**src/rtl/cpu_types_pkg.sv**
```systemverilog
// cpu_types_pkg: shared word, RAM-state and arbiter-state types
package cpu_types_pkg;
  typedef logic [31:0] word_t;
  typedef enum logic [1:0] {FREE, BUSY, ACCESS, ERROR} ramstate_t;
  typedef enum logic [1:0] {IDLE, DGRANT, IGRANT} arb_state_t;
endpackage

```
**src/rtl/mem_arbiter.sv**
```systemverilog
// mem_arbiter: grants the single-ported RAM to icache or dcache, data first with an anti-starvation streak limit
module mem_arbiter
  import cpu_types_pkg::*;
#(
  parameter int DSTREAK_MAX = 4
) (
  input  logic      CLK,
  input  logic      nRST,
  input  logic      iREN,
  input  word_t     iaddr,
  output logic      iwait,
  output word_t     iload,
  input  logic      dREN,
  input  logic      dWEN,
  input  word_t     daddr,
  input  word_t     dstore,
  output logic      dwait,
  output word_t     dload,
  output logic      ramREN,
  output logic      ramWEN,
  output word_t     ramaddr,
  output word_t     ramstore,
  input  word_t     ramload,
  input  ramstate_t ramstate
);
  localparam logic [3:0] SMAX = 4'(DSTREAK_MAX);
  arb_state_t state_q, state_d;
  logic [3:0] dstreak_q, dstreak_d;
  logic dreq, acc, ddone, idone;
  assign dreq  = dREN | dWEN;
  assign acc   = ramstate == ACCESS;
  assign ddone = state_q == DGRANT && dreq && acc;
  assign idone = state_q == IGRANT && iREN && acc;
  assign iload = ramload;
  assign dload = ramload;
  // The streak only matters while the icache is actually waiting.
  assign dstreak_d = (!iREN || idone) ? 4'd0 : (ddone && dstreak_q != SMAX) ? dstreak_q + 4'd1 : dstreak_q;
  always_ff @(posedge CLK or negedge nRST)
    if (!nRST) begin
      state_q   <= IDLE;
      dstreak_q <= '0;
    end else begin
      state_q   <= state_d;
      dstreak_q <= dstreak_d;
    end
  always_comb begin
    state_d  = state_q;
    ramREN   = 1'b0;
    ramWEN   = 1'b0;
    ramaddr  = '0;
    ramstore = '0;
    iwait    = 1'b1;
    dwait    = 1'b1;
    case (state_q)
      IDLE:   state_d = (iREN && dstreak_q == SMAX) ? IGRANT : dreq ? DGRANT : iREN ? IGRANT : IDLE;
      DGRANT: begin
        ramWEN   = dWEN;
        ramREN   = dREN & ~dWEN;
        ramaddr  = daddr;
        ramstore = dstore;
        dwait    = ~ddone;
        state_d  = (dreq && !acc) ? DGRANT : IDLE;
      end
      IGRANT: begin
        ramREN  = 1'b1;
        ramaddr = iaddr;
        iwait   = ~idone;
        state_d = (iREN && !acc) ? IGRANT : IDLE;
      end
      default: state_d = IDLE;
    endcase
  end
endmodule
```
**config.mk**
```make
export PLATFORM = sky130hd
export DESIGN_NAME = mem_arbiter
export DESIGN_NICKNAME = d
export VERILOG_FILES = /design/src/rtl/cpu_types_pkg.sv /design/src/rtl/mem_arbiter.sv
export SDC_FILE = /design/constraint.sdc
export NUM_CORES = 1
export LEC_CHECK = 0
export BUFFER_PORTS_ARGS = -buffer_cell sky130_fd_sc_hd__buf_2
export CORE_AREA = 2 2 104 106
export DETAILED_ROUTE_END_ITERATION = 16
export DIE_AREA = 0 0 106 108
export HOLD_SLACK_MARGIN = 0.1
export SLEW_MARGIN = 25
export SYNTH_ARGS = -nofsm -noshare
export SYNTH_HDL_FRONTEND = slang
export SYNTH_SLANG_ARGS = --single-unit
```
**constraint.sdc**
```tcl
create_clock -name CLK -period 3.5 [get_ports CLK]
set_input_delay 0.7 -clock CLK [delete_from_list [all_inputs] [get_ports CLK]]
set_output_delay 0.7 -clock CLK [all_outputs]
set_load 0.005 [all_outputs]
```
* Word level (Yosys, flattened, before mapping)
Cells that the tools add are included.
Operators by class: add/subtract/negate cells 1, eq/ne operators 5, muxes and demuxes 14, bitwise operators 5, reduce and logical (&&, ||, !) cells 13
Operators by type and width (number):
- case mux 32 bit (2 select lines) | 1
- two-way mux 32 bit | 1
- logical AND 1 bit | 8
- two-way mux 2 bit | 4
- two-way mux 4 bit | 2
- case mux 2 bit (3 select lines) | 1
- adder 4 x 1 -> 4 bit, second input constant | 1
- == test 2 bit, second input constant | 2
- == test 4 x 3 -> 1 bit, second input constant | 1
- two-way mux 1 bit | 4
- inequality test 4 x 3 -> 1 bit, second input constant | 1
- NOT 1 bit | 3
- == test 2 x 1 -> 1 bit, second input constant | 1
- zero test 1 bit | 2
- zero test 2 bit | 1
- case mux 1 bit (2 select lines) | 1
- nonzero test 2 bit | 1
- AND 1 bit | 1
- logical OR 1 bit | 1
- OR 1 bit | 1
Word-level totals: bits in registers 6, bits of input ports 135, output and inout bits 132, word-level logic and storage cells 40

* Longest topological paths before layout
Gate-level depths: netlist of the first run.
word-level depth 6, mapped depth 7, depth with buffers taken out 5

* Worst setup path after synthesis of the first run
No wires, ideal clock.
kind in2out, start in ramstate[0], end out dwait, arrival 1239 ps, required time 2800 ps, path slack 1561 ps, cell stages on the path 2, path buffers 0, path through nand3b_2 or2_2
Between the ends: word-level cells in the longest chain between the ends 4
RTL lines:
- from (decl) | line mem_arbiter.sv:24 | input ramstate_t ramstate
- == test 2 bit | line mem_arbiter.sv:31 | assign acc = ramstate == ACCESS;
- logical AND 1 bit | line mem_arbiter.sv:32 | assign ddone = state_q == DGRANT && dreq && acc;
- NOT 1 bit | line mem_arbiter.sv:61 | dwait = ~ddone;
- two-way mux 1 bit | line mem_arbiter.sv:54 | case (state_q)
- to (decl) | line mem_arbiter.sv:17 | output logic dwait,
No other way between the ends.

* Worst setup path after layout of the first run
start reg state_q[0], end out ramaddr[5]
Between the ends: word-level cells in the longest chain between the ends 2, elaborated cells on any way between the ends 3, those cells by class 2 x eq/ne; 1 x mux
RTL lines:
- from (decl) | line mem_arbiter.sv:27 | arb_state_t state_q, state_d;
- from (signal assigned) | line mem_arbiter.sv:43 | state_q <= state_d;
- == test 2 bit or == test 2 x 1 -> 1 bit (tied branches) | line mem_arbiter.sv:54
- case mux 32 bit (2 select lines) (*) | line mem_arbiter.sv:54
- to (decl) | line mem_arbiter.sv:21 | output word_t ramaddr,
Mark *: on every way between the ends. The rest lies on a longest branch, timed or not.

==> results of run 1 <==
-- power by group --
group / internal, mW / switching, mW / leakage [nW]
Combinational: 0.330 / 0.331 / 1.09
Clock: 0.0736 / 0.0269 / 0.0216
Sequential: 0.0767 / 0.00609 / 0.0811
-- per-layer routing --
metal | wire (microns) | up-vias | GRT usage
met5 | 0 | - | 0
met4 | 261 | 0 | 0.04793
met3 | 534 | 40 | 0.01206
met2 | 3182 | 131 | 0.1986
met1 | 2125 | 845 | 0.09493
li1 | - | 889 | -
-- worst max-delay path by stage --
stage                     start     endpoint  slack [ns]  cells past startpoint
CTS                  state_q[0]  ramaddr[22]        0.84                      4
global route         state_q[0]   ramaddr[1]        0.69                      4
floorplan           ramstate[0]        dwait        1.56                      2
global placement     state_q[0]  ramaddr[24]        1.16                      4
detailed placement   state_q[0]  ramaddr[22]        1.07                      4
finish               state_q[0]   ramaddr[5]        0.90                      4
-- logic make-up (layout without fill, tap and decap cells) --
| kind of cell | Yosys count | after routing | share of synthesized area |
|---|---|---|---|
| fa+ha+maj | 6 | 6 | 0.04451 |
| mux | 4 | 4 | 0.02374 |
| flops | 6 | 6 | 0.08902 |
| buf+inv | 84 | 181 | 0.3346 |
| compound gates | 36 | 36 | 0.1573 |
| simple gates | 91 | 91 | 0.3509 |
-- final cells by class --
type	count	area (sq um)	share of cell area
Clock buffer	3	41.29	0.01850
Inverter	4	15.01	0.006726
Multi-Input combinational cell	137	974.7	0.4367
Sequential cell	6	150.1	0.06726
Tap cell	136	170.2	0.07623
Timing Repair Buffer	174	880.8	0.3946
-- cells in the final DEF (no fill, tap or decap), types with 3 or more instances in the layout --
cell type  synthesis  layout
a22oi_1           33      33
and2_1            33      33
buf_2              7     170
buf_4             64       4
clkbuf_8           0       3
dfrtp_1            6       6
ha_1               6       5
inv_1              4       4
mux2i_1            4       4
nand3_1            8       8
nor2b_1           32      32
-- worst max-delay path, stage by stage, from the launching register on --
cell and delay, ns:
dfrtp_1 0.37, inv_1 0.07, ha_1 0.88, nor2b_1 0.22, buf_2 0.12
-- flip-flops by register name (all words and copies together) (netlist names) --
| name | flops |
|---|---|
| state_q | 2 |
| dstreak_q | 4 |
==> flow_summary.json, run 1 <==
{
  "end_kind": "primary output",
  "synth_top_cell_by_area": "buf_4",
  "die_w_microns": 106,
  "cts_tree": "built",
  "netlist_area_sq_um": 1687,
  "ir_drop_mv": 0.1216,
  "worstPathArrival_ns": 1.90,
  "die-area_sq_um": 11450,
  "ctsHoldBuffers": 0,
  "clock_skew_ns": 0.0005600,
  "power_density_nw_per_um2": 378.0,
  "yosysSeqAreaShare": 0.08902,
  "worst_slew_pin_slew_ns": 0.9010,
  "grt_setup_unrepaired": "false",
  "status": "completed",
  "ys_seq_elements": 6,
  "total_power_uw": 843.8,
  "synth.top_cell.area_share": 0.2849,
  "r2r_start": "state_q[0]",
  "ant_nets": 0,
  "dpl.hpwl_microns": 5118,
  "wire_per_inst_microns": 13.27,
  "clk_pin_slew_ns": 0.04,
  "cts_buffers": 3,
  "fmax_mhz": 385.3,
  "postSynthAreaPerCell_sq_um": 7.430,
  "drt_iter0_drc": 131,
  "reg2reg_setup_slack_ns": 1.68,
  "setup_violations": 0,
  "fin_ws_ns": 0.9043,
  "synth_edf_count": 0,
  "worstSetupStartpointType": "register",
  "routed_wl_microns": 6104,
  "relSlewSlack": 0.3993,
  "yosysWarnings": 0,
  "fillers": 1173,
  "vias": 1905,
  "antenna_found_initial": 0,
  "grt_overflow": 0,
  "initial_core_util": 0.1649,
  "grt_pass1_vias": 1925,
  "firstDrtPassIters": 4,
  "final_hold_viol_count": 0,
  "via_per_inst": 4.141,
  "portBuffers": 170,
  "fin_nets": 467,
  "drv_cap": 0,
  "r2r_end": "dstreak_q[0]",
  "drc": 0,
  "min_period_ns": 2.596,
  "cp_data_required_time_ns": 2.80,
  "place_congestion": 0.6983,
  "stdcell_count": 460,
  "clkLatencyLatePin_ns": 0.22,
  "power.leakage_nw": 1.196,
  "cts_sinks": 6,
  "final_area_sq_um": 2232,
  "yosysUniqueCellTypes": 26,
  "synthFlopType": "dfrtp_1",
  "dp_cells": 457,
  "rows": 37,
  "fin_setup_tns_ns": 0,
  "cts_setup_buffers": 0,
  "antenna_cells": 0,
  "fin_crit_sh": 0.7416,
  "cts_root_buf": "clkbuf_8",
  "synth-async-reset-ratio": 1.000,
  "placed_cell_area_sq_um": 2191,
  "syn_inst": 227,
  "ff2ff_path_depth": 6,
  "grt_max_degree": 48,
  "grt_usage": 0.09699,
  "fin_hold_ws_ns": 0.3021,
  "synthTopCellsByCount": "64 x buf_4, 33 x a22oi_1, 33 x and2_1",
  "final_max_slew_viol_count": 0,
  "synthTopCellsByArea": "buf_4 28%, a22oi_1 15%, and2_1 12%",
  "area_delta_synth_final_pct": 32.34,
  "clk_path_buf_depth": 2,
  "ios": 267,
  "hold_path.class": "primary input to asynchronous set/reset pin",
  "yosysMostFrequentCell": "buf_4",
  "die_h_microns": 108,
  "drive_gt1_frac": 0.5679,
  "final_util": 0.2182,
  "postCtsResizedCells": 0,
  "syn-num-nets": 368,
  "crit_type": "register to primary output",
  "grt_pass1_wl_microns": 8956,
  "cp_max_fo": 33,
  "core_sq_um": 10230,
  "dp_slack_ns": 1.072,
  "cts-htree-levels": 1
}
No activity file was read; power rests on OpenSTA's default activity.
==> inputs of run 2 (changes only) <==
CORE_AREA = 2 2 103 105   (was 2 2 104 106)
DIE_AREA = 0 0 105 107   (was 0 0 106 108)
clock period = 2.6 ns   (was 3.5 ns; I/O delays follow)
==> run 2 against run 1 <==
Non-clock buffer count grew 1. Sequential power grew 35%. Combinational power is 34% higher. Clock power is 35% higher. Power rose by 34%. Sequential share of layout area about the same. Worst hold slack got worse by 0.18 ns. Cell count rose by 0.22%. Setup slack got worse by 0.52 ns. Via count decreased by 0.16%. Die area down 1.9%. First-iteration DRC count decreased by 46%.
==> flow_summary.json, run 2 (same netlist as run 1, synthesis figures left out) <==
{
  "status": "completed",
  "place_congestion": 0.7952,
  "ctsHoldBuffers": 0,
  "fin_setup_tns_ns": 0,
  "final_cell_mix": "170 x buf_2, 33 x a22oi_1, 33 x and2_1, 32 x nor2b_1, 8 x nand3_1",
  "drive_gt1_frac": 0.5692,
  "clk_pin_slew_ns": 0.04,
  "total_power_mw": 1.129,
  "final_util": 0.2219,
  "grt_max_degree": 42,
  "crit_type": "register to primary output",
  "antenna_found_initial": 0,
  "fin_nets": 468,
  "die-area_sq_um": 11240,
  "pwr-share-seq": 0.099,
  "postCtsResizedCells": 0,
  "initial_core_util": 0.1671,
  "fin_crit_sh": 0.8534,
  "area_delta_synth_final_pct": 32.79,
  "grt_pass1_wl_microns": 8204,
  "end_kind": "primary output",
  "portBuffers": 170,
  "worst_slew_pin_slew_ns": 0.3849,
  "clk_path_buf_depth": 2,
  "grt_setup_unrepaired": "false",
  "cts_root_buf": "clkbuf_8",
  "via_per_inst": 4.126,
  "dp_cells": 458,
  "worstSetupStartpointType": "register",
  "cts_tree": "built",
  "dpl.hpwl_microns": 4828,
  "die_h_microns": 107,
  "r2r_start": "dstreak_q[0]",
  "cp-startpoint": "state_q[1]",
  "crit_path_max_incr_delay_ns": 0.39,
  "die_w_microns": 105,
  "fmax_mhz": 450.7,
  "p_sw_frac": 0.4235,
  "hold_path.class": "primary input to asynchronous set/reset pin",
  "ant_nets": 0,
  "cts_setup_buffers": 0,
  "cts_buffers": 3,
  "setup_violations": 0,
  "grt_usage": 0.08982,
  "final_hold_viol_count": 0,
  "antenna_cells": 0,
  "grt_overflow": 0,
  "clock_skew_ns": 0.001070,
  "power.leakage_nw": 1.201,
  "min_period_ns": 2.219,
  "p_clk_frac": 0.120,
  "final_max_slew_viol_count": 0,
  "stdcell_count": 461,
  "drc": 0,
  "clkLatencyLatePin_ns": 0.22,
  "power_density_nw_per_um2": 504.3,
  "grt_pass1_vias": 1765,
  "mostFrequentLayoutCell": "buf_2",
  "cts-htree-levels": 1,
  "cp_max_fo": 41,
  "path_buf_inv": 3,
  "vias": 1902,
  "worstPathArrival_ns": 1.70,
  "cts_sinks": 6,
  "ir_drop_mv": 0.2088,
  "p_comb_frac": 0.781,
  "fin_hold_ws_ns": 0.1187,
  "core_sq_um": 10090,
  "crit_family": "buffers and inverters",
  "relSlewSlack": 0.7434,
  "drt_iter0_drc": 71,
  "top_register": "dstreak_q",
  "rows": 37,
  "largest_reg_flops": 4,
  "cpMaxStageDelayCell": "dfrtp_1",
  "drv_cap": 0,
  "ios": 267,
  "firstDrtPassIters": 4,
  "routed_wl_microns": 5749,
  "power.internal_uw": 651.1,
  "reg.largest.list": "dstreak_q (4), state_q (2)",
  "cp_data_required_time_ns": 2.08,
  "worstPathCellList": "inv_1, ha_2, buf_4, a22oi_1, nor2b_1, buf_2",
  "wire_per_inst_microns": 12.47,
  "switchingPower_uw": 478.3
}
run 2: power groups by stage:
stage / Combinational, mW / Clock (mW) / Sequential (mW)
after floorplan: 0.583 / 0 / 0.111
after global placement: 0.876 / 0 / 0.112
after detailed placement: 0.902 / 0 / 0.113
after CTS: 0.906 / 0.142 / 0.112
after global routing: 0.989 / 0.142 / 0.114
final: 0.882 / 0.136 / 0.112
run 2: area by class of cell:
cell class / instances / area, sq um
fillers: 1138 / 7853
multi-input cells: 137 / 974.7
repair buffers: 175 / 888.4
well taps: 136 / 170.2
flip-flops and latches: 6 / 150.1
clock buffers: 3 / 41.29
inverters: 4 / 15.01
run 2: layer usage:
| layer | GRT usage | wire length [microns] | part of all wire |
|---|---|---|---|
| met2 | 0.1874 | 3103 | 0.54 |
| met1 | 0.08748 | 1909 | 0.33 |
| met3 | 0.01216 | 602 | 0.10 |
| met5 | 0 | 0 | 0 |
| met4 | 0.03524 | 133 | 0.023 |
run 2: path summary, 6_finish.rpt:
kind / endpoint / slack (ns) / depth (start not counted)
min in group CLK: dstreak_q[1] / 0.59 / 2
max in group asynchronous: dstreak_q[3] / 2.34 / 1
worst min register to register: dstreak_q[1] / 0.59 / 2
worst max-delay path: ramaddr[19] / 0.38 / 6
worst min-delay path: dstreak_q[2] / 0.12 / 1
worst max register to register: dstreak_q[2] / 1.11 / 5
run 2: through the flow:
| step | cell area (sq um) | worst slack (ns) |
|---|---|---|
| after detailed placement | 2198 | 0.5695 |
| after global routing | 2240 | 0.2558 |
| after global placement | 2198 | 0.6818 |
| after CTS | 2240 | 0.3321 |
| final | 2240 | 0.3812 |
| after floorplan | 1687 | 0.8529 |
==> inputs of run 3 (changes only) <==
CELL_PAD_IN_SITES_DETAIL_PLACEMENT = 1   (was unset)
CELL_PAD_IN_SITES_GLOBAL_PLACEMENT = 2   (was unset)
CORE_AREA = unset   (was 2 2 103 105)
CORE_MARGIN = 2   (was unset)
CORE_UTILIZATION = 12   (was unset)
DIE_AREA = unset   (was 0 0 105 107)
PLACE_DENSITY_LB_ADDON = 0.1   (was unset)
==> run 3 against run 2 <==
Cell count increased by 9.5%. Register-to-register slack lost 0.10 ns. Global-route usage down 0.41 points. Critical path type unchanged. Critical endpoint is now ramaddr[3]. Largest cell class unchanged. Highest routed layer unchanged.
==> flow_summary.json, run 3 (same netlist as run 1, synthesis figures left out) <==
{
  "r2r_start": "state_q[0]",
  "grt_pass1_vias": 1977,
  "power.leakage_nw": 1.221,
  "cts_setup_buffers": 0,
  "initial_core_util": 0.1220,
  "drc": 0,
  "crit_path_max_incr_delay_ns": 0.39,
  "dp_cells": 502,
  "largest_reg_flops": 4,
  "reg.largest.list": "dstreak_q (4), state_q (2)",
  "fin_crit_sh": 0.8558,
  "hold_path.class": "primary input to asynchronous set/reset pin",
  "grt_usage": 0.08577,
  "clock_skew_ns": 0.0007432,
  "cp_data_required_time_ns": 2.08,
  "grt_overflow": 0,
  "drive_gt1_frac": 0.5692,
  "vias": 1893,
  "die_h_microns": 122.6,
  "drt_iter0_drc": 57,
  "top_register": "dstreak_q",
  "fmax_mhz": 449.4,
  "grt_pass1_wl_microns": 10110,
  "setup_violations": 0,
  "worstSetupStartpointType": "register",
  "final_max_slew_viol_count": 0,
  "antenna_found_initial": 1,
  "cp-startpoint": "state_q[1]",
  "clk_path_buf_depth": 2,
  "cts-htree-levels": 1,
  "ctsHoldBuffers": 0,
  "worst_slew_pin_slew_ns": 0.4532,
  "mostFrequentLayoutCell": "buf_2",
  "postCtsResizedCells": 0,
  "power_density_nw_per_um2": 551.1,
  "rows": 43,
  "ir_drop_mv": 0.2154,
  "antenna_cells": 0,
  "dpl.hpwl_microns": 5643,
  "status": "completed",
  "clk_pin_slew_ns": 0.03,
  "relSlewSlack": 0.6978,
  "die-area_sq_um": 15020,
  "die_w_microns": 122.6,
  "cts_buffers": 3,
  "min_period_ns": 2.225,
  "via_per_inst": 3.749,
  "ios": 267,
  "core_sq_um": 13830,
  "fin_hold_ws_ns": 0.1180,
  "end_kind": "primary output",
  "fin_setup_tns_ns": 0,
  "worstPathCellList": "inv_1, ha_2, buf_4, a22oi_1, nor2b_1, buf_2",
  "cp_max_fo": 48,
  "worstPathArrival_ns": 1.71,
  "ant_nets": 0,
  "cts_tree": "built",
  "drv_cap": 0,
  "place_congestion": 0.6305,
  "area_delta_synth_final_pct": 38.80,
  "final_hold_viol_count": 0,
  "fin_nets": 468,
  "cpMaxStageDelayCell": "dfrtp_1",
  "portBuffers": 170,
  "cts_root_buf": "clkbuf_16",
  "crit_type": "register to primary output",
  "final_cell_mix": "170 x buf_2, 33 x a22oi_1, 33 x and2_1, 32 x nor2b_1, 8 x nand3_1",
  "clkLatencyLatePin_ns": 0.23,
  "grt_setup_unrepaired": "false",
  "wire_per_inst_microns": 13.57,
  "routed_wl_microns": 6855,
  "firstDrtPassIters": 4,
  "cts_sinks": 6,
  "grt_max_degree": 49,
  "stdcell_count": 505
}
[run 3: where the power goes]
| part | internal [mW] | switching, mW |
|---|---|---|
| logic | 0.469 | 0.462 |
| registers | 0.103 | 0.00791 |
| clock network | 0.197 | 0.0514 |
[run 3: final timing paths]
check,cells past startpoint,endpoint,slack (ns)
setup / recovery,6,ramaddr[3],0.37
hold / removal,1,dstreak_q[1],0.12
setup reg to reg,6,dstreak_q[1],1.01
hold reg to reg,2,dstreak_q[3],0.59
max in group asynchronous,1,state_q[1],2.33
min in group CLK,2,dstreak_q[3],0.59
[run 3: layer usage]
layer  vias to the layer above  global-route usage  wire [microns]
met4                         0             0.04167             212
met1                       844             0.09241            2597
met3                        28             0.02045             752
met2                       128              0.1563            3292
li1                        893                   -               -
met5                         -                   0               0
[run 3: per-stage QoR]
| stage | utilization | power, mW | setup WS [ns] | cell area, sq um |
|---|---|---|---|---|
| after floorplan | - | 0.6940 | 0.8529 | 1687 |
| after global placement | 0.1639 | 1.087 | 0.5787 | 2266 |
| after detailed placement | 0.1639 | 1.079 | 0.5720 | 2266 |
| after CTS | 0.1693 | 1.336 | 0.3257 | 2341 |
| after global routing | 0.1693 | 1.435 | 0.2018 | 2341 |
| final | 0.1693 | 1.290 | 0.3749 | 2341 |
[run 3: area by class of cell]
cell class	count	area, sq um
fill	1728	11490
multi-input combinational	137	974.7
timing repair buffer	175	900.9
tap	180	225.2
sequential	6	150.1
clock buffer	3	75.07
inverter	4	15.01
[run 3: worst max-delay path: cells and delay by family (launching register included)]
family / cells / cell delay [ns]
AOI/OAI and AO/OA: 1 / 0.14
adders and majority gates: 1 / 0.20
buffers and inverters: 3 / 0.60
DFF: 1 / 0.39
and+or+nand+nor: 1 / 0.13
